$ cat config.mk
export PLATFORM = sky130hd
export DESIGN_NAME = mem_bus_arbiter
export DESIGN_NICKNAME = d
export VERILOG_FILES = /design/src/rtl/mem_bus_arbiter.sv
export SDC_FILE = /design/constraint.sdc
export NUM_CORES = 1
export LEC_CHECK = 0
export ABC_AREA = 0
export ABC_CLOCK_PERIOD_IN_PS = 1900
export CORE_UTILIZATION = 39
export DETAILED_ROUTE_END_ITERATION = 8
export PLACE_DENSITY_LB_ADDON = 0.2
export RECOVER_POWER = 50
export SKIP_LAST_GASP = 1
export SLEW_MARGIN = 10
export SYNTH_ARGS = -nofsm -noshare
export SYNTH_HDL_FRONTEND = slang
export SYNTH_SLANG_ARGS = --single-unit
$ cat constraint.sdc
create_clock -name i_Clk -period 1.9 [get_ports i_Clk]
set_clock_uncertainty 0.1 [all_clocks]
set_input_delay 0.57 -clock i_Clk [delete_from_list [all_inputs] [get_ports i_Clk]]
set_output_delay 0.57 -clock i_Clk [all_outputs]
set_load 0.01 [all_outputs]
$ cat src/rtl/mem_bus_arbiter.sv
// Two-port req/ack arbiter sharing one single-port synchronous RAM via a fixed 4-cycle access sequence.
// Define ARB_FIXED_PRIO_EN to make port 0 win every tie instead of round-robin.
//
// state  | meaning
// IDLE   | waiting for a request; selects the winner and drives the RAM enable
// ISSUE  | RAM samples the enable at the end of this cycle
// CAPT   | RAM read data valid; captured for reads, ack raised
// ACK    | one-cycle ack pulse to the granted port
module mem_bus_arbiter #(
    parameter int ADDR_WIDTH = 16,
    parameter int DATA_WIDTH = 8
) (
    input  logic                  i_Clk,
    input  logic                  i_Reset,
    input  logic                  i_Req0,
    input  logic                  i_We0,
    input  logic [ADDR_WIDTH-1:0] i_Addr0,
    input  logic [DATA_WIDTH-1:0] i_Wdata0,
    output logic                  o_Ack0,
    input  logic                  i_Req1,
    input  logic                  i_We1,
    input  logic [ADDR_WIDTH-1:0] i_Addr1,
    input  logic [DATA_WIDTH-1:0] i_Wdata1,
    output logic                  o_Ack1,
    output logic [DATA_WIDTH-1:0] o_Rdata,
    output logic                  o_Mem_En,
    output logic                  o_Mem_We,
    output logic [ADDR_WIDTH-1:0] o_Mem_Addr,
    output logic [DATA_WIDTH-1:0] o_Mem_Wdata,
    input  logic [DATA_WIDTH-1:0] i_Mem_Rdata,
    output logic                  o_Busy,
    output logic                  o_Grant
);

    typedef enum logic [1:0] {
        S_IDLE  = 2'd0,
        S_ISSUE = 2'd1,
        S_CAPT  = 2'd2,
        S_ACK   = 2'd3
    } state_t;

    state_t                state_q, state_d;
    logic                  last_grant_q, last_grant_d;
    logic                  grace_q, grace_d;
    logic                  grant_q, grant_d;
    logic                  op_we_q, op_we_d;
    logic                  mem_en_q, mem_en_d;
    logic                  mem_we_q, mem_we_d;
    logic [ADDR_WIDTH-1:0] mem_addr_q, mem_addr_d;
    logic [DATA_WIDTH-1:0] mem_wdata_q, mem_wdata_d;
    logic [DATA_WIDTH-1:0] rdata_q, rdata_d;
    logic                  ack0_q, ack0_d;
    logic                  ack1_q, ack1_d;
    logic                  busy_q, busy_d;
    logic                  req0_v, req1_v, sel;

    always_comb begin
        state_d      = state_q;
        last_grant_d = last_grant_q;
        grace_d      = 1'b0;
        grant_d      = grant_q;
        op_we_d      = op_we_q;
        mem_en_d     = mem_en_q;
        mem_we_d     = mem_we_q;
        mem_addr_d   = mem_addr_q;
        mem_wdata_d  = mem_wdata_q;
        rdata_d      = rdata_q;
        ack0_d       = ack0_q;
        ack1_d       = ack1_q;
        busy_d       = busy_q;

        // the port acked last is ignored for one IDLE cycle so a slow req drop cannot re-trigger it
        req0_v = i_Req0 && !(grace_q && !last_grant_q);
        req1_v = i_Req1 && !(grace_q && last_grant_q);
`ifdef ARB_FIXED_PRIO_EN
        sel = !req0_v;
`else
        sel = (req0_v && req1_v) ? !last_grant_q : req1_v;
`endif

        case (state_q)
            S_IDLE: begin
                if (req0_v || req1_v) begin
                    mem_en_d     = 1'b1;
                    mem_we_d     = sel ? i_We1 : i_We0;
                    op_we_d      = sel ? i_We1 : i_We0;
                    mem_addr_d   = sel ? i_Addr1 : i_Addr0;
                    mem_wdata_d  = sel ? i_Wdata1 : i_Wdata0;
                    grant_d      = sel;
                    last_grant_d = sel;
                    busy_d       = 1'b1;
                    state_d      = S_ISSUE;
                end
            end
            S_ISSUE: begin
                mem_en_d = 1'b0;
                mem_we_d = 1'b0;
                state_d  = S_CAPT;
            end
            S_CAPT: begin
                if (!op_we_q) rdata_d = i_Mem_Rdata;
                ack0_d  = !grant_q;
                ack1_d  = grant_q;
                state_d = S_ACK;
            end
            S_ACK: begin
                ack0_d  = 1'b0;
                ack1_d  = 1'b0;
                busy_d  = 1'b0;
                grace_d = 1'b1;
                state_d = S_IDLE;
            end
            default: state_d = S_IDLE;
        endcase
    end

    always_ff @(posedge i_Clk) begin
        if (i_Reset) begin
            state_q      <= S_IDLE;
            last_grant_q <= 1'b1;
            grace_q      <= 1'b0;
            grant_q      <= 1'b0;
            op_we_q      <= 1'b0;
            mem_en_q     <= 1'b0;
            mem_we_q     <= 1'b0;
            mem_addr_q   <= '0;
            mem_wdata_q  <= '0;
            rdata_q      <= '0;
            ack0_q       <= 1'b0;
            ack1_q       <= 1'b0;
            busy_q       <= 1'b0;
        end else begin
            state_q      <= state_d;
            last_grant_q <= last_grant_d;
            grace_q      <= grace_d;
            grant_q      <= grant_d;
            op_we_q      <= op_we_d;
            mem_en_q     <= mem_en_d;
            mem_we_q     <= mem_we_d;
            mem_addr_q   <= mem_addr_d;
            mem_wdata_q  <= mem_wdata_d;
            rdata_q      <= rdata_d;
            ack0_q       <= ack0_d;
            ack1_q       <= ack1_d;
            busy_q       <= busy_d;
        end
    end

    assign o_Ack0      = ack0_q;
    assign o_Ack1      = ack1_q;
    assign o_Rdata     = rdata_q;
    assign o_Mem_En    = mem_en_q;
    assign o_Mem_We    = mem_we_q;
    assign o_Mem_Addr  = mem_addr_q;
    assign o_Mem_Wdata = mem_wdata_q;
    assign o_Busy      = busy_q;
    assign o_Grant     = grant_q;

endmodule

==> flow_summary.ini <==
[yosys]
yosysTopAreaCellShare_pct = 45.8
ys.flop_type = dfxtp_1
synthXorXnorAreaFrac_pct = 0
synth_edf_count = 0
synthAdderAreaFrac_pct = 3.33
yosys_warnings = 0
yosysSeqAreaShare_pct = 45.8
synth_mux_area_share_pct = 5.86
yosysMostFrequentCell = dfxtp_1
synthArstFlopShare_pct = 0
synth_top_family_by_area = simple AND/OR/NAND/NOR gates
synth-simple-area-share_pct = 22.0
syn_area_um2 = 1880
syn_avg_cell_area_um2 = 8.62
synth_cell_types = 28
ys_ff_latch = 43
yosysTopAreaCell = dfxtp_1
synth-compound-area-share_pct = 17.3
synth_commonest_cells = dfxtp_1 (43), nor2_1 (38), nand2_1 (26)
synth_nets = 285
yosys-top-cells-area = dfxtp_1 (46%), a311oi_1 (11%), nor2_1 (7.6%)
synthCells = 218

[clocking]
cts_root_buffer = clkbuf_8
cts-buffers-inserted = 5
htreeDepth = 2
clock_latency_ns = 0.29
cts_max_path_buffers = 2
clkTransAtPathRegs_ns = 0.08
clock_sinks = 43
cts_tree = done

[floorplan]
ios = 100
core_um2 = 4500
die_height_um = 71.4
floorplan.initialDensity_pct = 41.7
die_w_um = 71.4
die-area_um2 = 5100
fp-row-count = 24

[critical_path]
slowest_delay_ns = 0.55
rr_worst_depth = 8
r2r_end = o_Mem_Wdata[5]$_SDFFE_PP0P_
rr_startpoint = state_q[0]$_SDFFE_PP0P_
crit_type = reg -> out
end_kind = primary output
cp.depth = 1
crit_buf_inv = 1
path_cells = clkdlybuf4s50_1
path_max_fanout = 2
cp-start-kind = register
regToRegSetupSlack_ns = 0.13
required_ns = 1.23
cp_top_family = buffers and inverters
crit_slowest_cell = clkdlybuf4s50_1
crit_arrival_ns = 1.18

[cells_and_area]
antenna_cells = 0
fillers = 390
final_util_pct = 69.1
drive_above_1_share_pct = 8.36
nets = 391
fin_area_um2 = 3110
area_delta_synth_final_pct = 65.5
instances_no_fill = 375

[drt]
dr.pass1.iters = 4
num_vias = 1965
post-route-drc-count = 0
drtIter0Drc = 77
wire_per_inst_um = 14.1
drt-total-wl_mm = 5.27
ant_nets = 0
vias_per_cell = 5.24

[sta]
setup_ws_ns = 0.0535
drv_slew = 0
hold_violations = 0
post-route-period-util_pct = 97.2
worstMarginPinSlew_ns = 0.482
relSlewSlack_pct = 67.8
setup_tns_ns = 0
setup_violations = 0
finalCriticalPeriod_ns = 1.85
fmax_mhz = 542
rsz0062_at_grt = no

[flow_run]
maxCapViolCount = 0

[power_and_ir_drop]
switching_share_pct = 35.0
intPower_uw = 2630
pwr-share-seq_pct = 34.2
clkPwrFrac_pct = 13.0
pwr-share-comb_pct = 52.8
switchingPower_uw = 1410
ir_drop_uv = 630
power_density_nw_per_um2 = 1300
leakage_uw = 0.00121

[global_routing]
grt_pass1_vias = 1810
antenna_found_initial = 0
grtUsageTotal_pct = 21.5
grt_max_degree = 28
grt_pass1_wl_mm = 8.53
overflow = 0

[hold_path]
min_from = o_Rdata[1]$_SDFFE_PP0P_
hold_depth = 2
hold_path.class = reg -> reg
min_to = o_Rdata[1]$_SDFFE_PP0P_

[status]
outcome = complete, no violations

[place]
pre_cts_slack_ns = -0.450
numPortBuffers = 99
dpl.hpwl_mm = 3.63
routabilityCongestion = 0.774
dpl_cell_area_um2 = 3000
post-place-cells = 364
==> power by group through the flow <==
stage          logic (µW)  clock network [µW]  registers (µW)
2_1_floorplan         951                   0            1510
3_3_place_gp         1930                   0            1390
3_5_place_dp         1970                   0            1400
4_1_cts              2170                 538            1380
5_1_grt              2350                 585            1420
6_report             2130                 525            1380
==> layer usage <==
metal / global-route usage, % / part of all wire (%)
met4: 6.89 / 0.55
met3: 5.91 / 4.8
met2: 34.9 / 48
met5: 0 / 0
met1: 27.8 / 46
==> worst reg2reg max path: stages, from the launching register on <==
cell,delay [ns]
dfxtp_1,0.36
inv_1,0.10
ha_1,0.22
inv_1,0.15
a211oi_4,0.04
buf_4,0.17
buf_2,0.18
buf_4,0.15
a311oi_1,0.21
==> cell type report <==
class | instances | area (µm²) | area share [%]
well taps | 52 | 65.1 | 2.09
multi-input cells | 153 | 922 | 29.6
flip-flops and latches | 43 | 861 | 27.7
clock buffers | 6 | 72.6 | 2.33
inverters | 4 | 15.0 | 0.483
repair buffers | 117 | 1170 | 37.8
==> flip-flops by register name, summed over array words and instances (netlist names), 2 cells and up <==
name / flops
o_Mem_Addr: 16
o_Mem_Wdata: 8
o_Rdata: 8
state_q: 2
==> through the flow <==
step                      hold slack [ns]  power, µW
after global routing                0.421       4350
after detailed placement            0.377       3360
after global placement              0.372       3330
final                               0.392       4040
after floorplan                     0.378       2470
after CTS                           0.398       4090
==> how the worst max path moves through the flow <==
| stage | startpoint | end | slack, ns |
|---|---|---|---|
| 6_report | o_Mem_En$_SDFFE_PP0P_ | o_Mem_En | 0.05 |
| 5_1_grt | o_Mem_Addr[12]$_SDFFE_PP0P_ | o_Mem_Addr[12] | 0.001 |
| 4_1_cts | o_Mem_Addr[7]$_SDFFE_PP0P_ | o_Mem_Addr[7] | 0.04 |
| 3_5_place_dp | i_Req0 | o_Mem_Wdata[4]$_SDFFE_PP0P_ | -0.45 |
| 3_3_place_gp | i_Req0 | o_Mem_Wdata[2]$_SDFFE_PP0P_ | -0.33 |
| 2_1_floorplan | i_Req1 | o_Busy$_SDFFE_PP0P_ | 0.09 |
==> placed cells by master, fill, tap and decap left out, types with 4 or more instances in the layout <==
cell / count
a21oi_1: 4
a311oi_1: 23
buf_4: 10
clkbuf_8: 5
clkdlybuf4s50_1: 94
dfxtp_1: 43
ha_1: 5
inv_1: 4
mux2i_1: 11
nand2_1: 26
nand3_1: 25
nor2_1: 38
==> cell families (layout without fill, tap and decap cells) <==
family / count (synthesis) / after routing
and+or+nand+nor: 97 / 97
buffers and inverters: 22 / 127
muxes: 11 / 11
DFF: 43 / 43
AOI/OAI and AO/OA: 40 / 40
adders and majority gates: 5 / 5
==> timing repair <==
item / in CTS / in global routing
resized for setup: 6 / 2
buffers inserted: 3 / 0
hold buffers: 0 / 0
endpoints found under the setup margin: 26 / 2
pin swaps: 1 / 0
cloned: 2 / 0
Note: power is estimated with default switching activity, not from simulation.
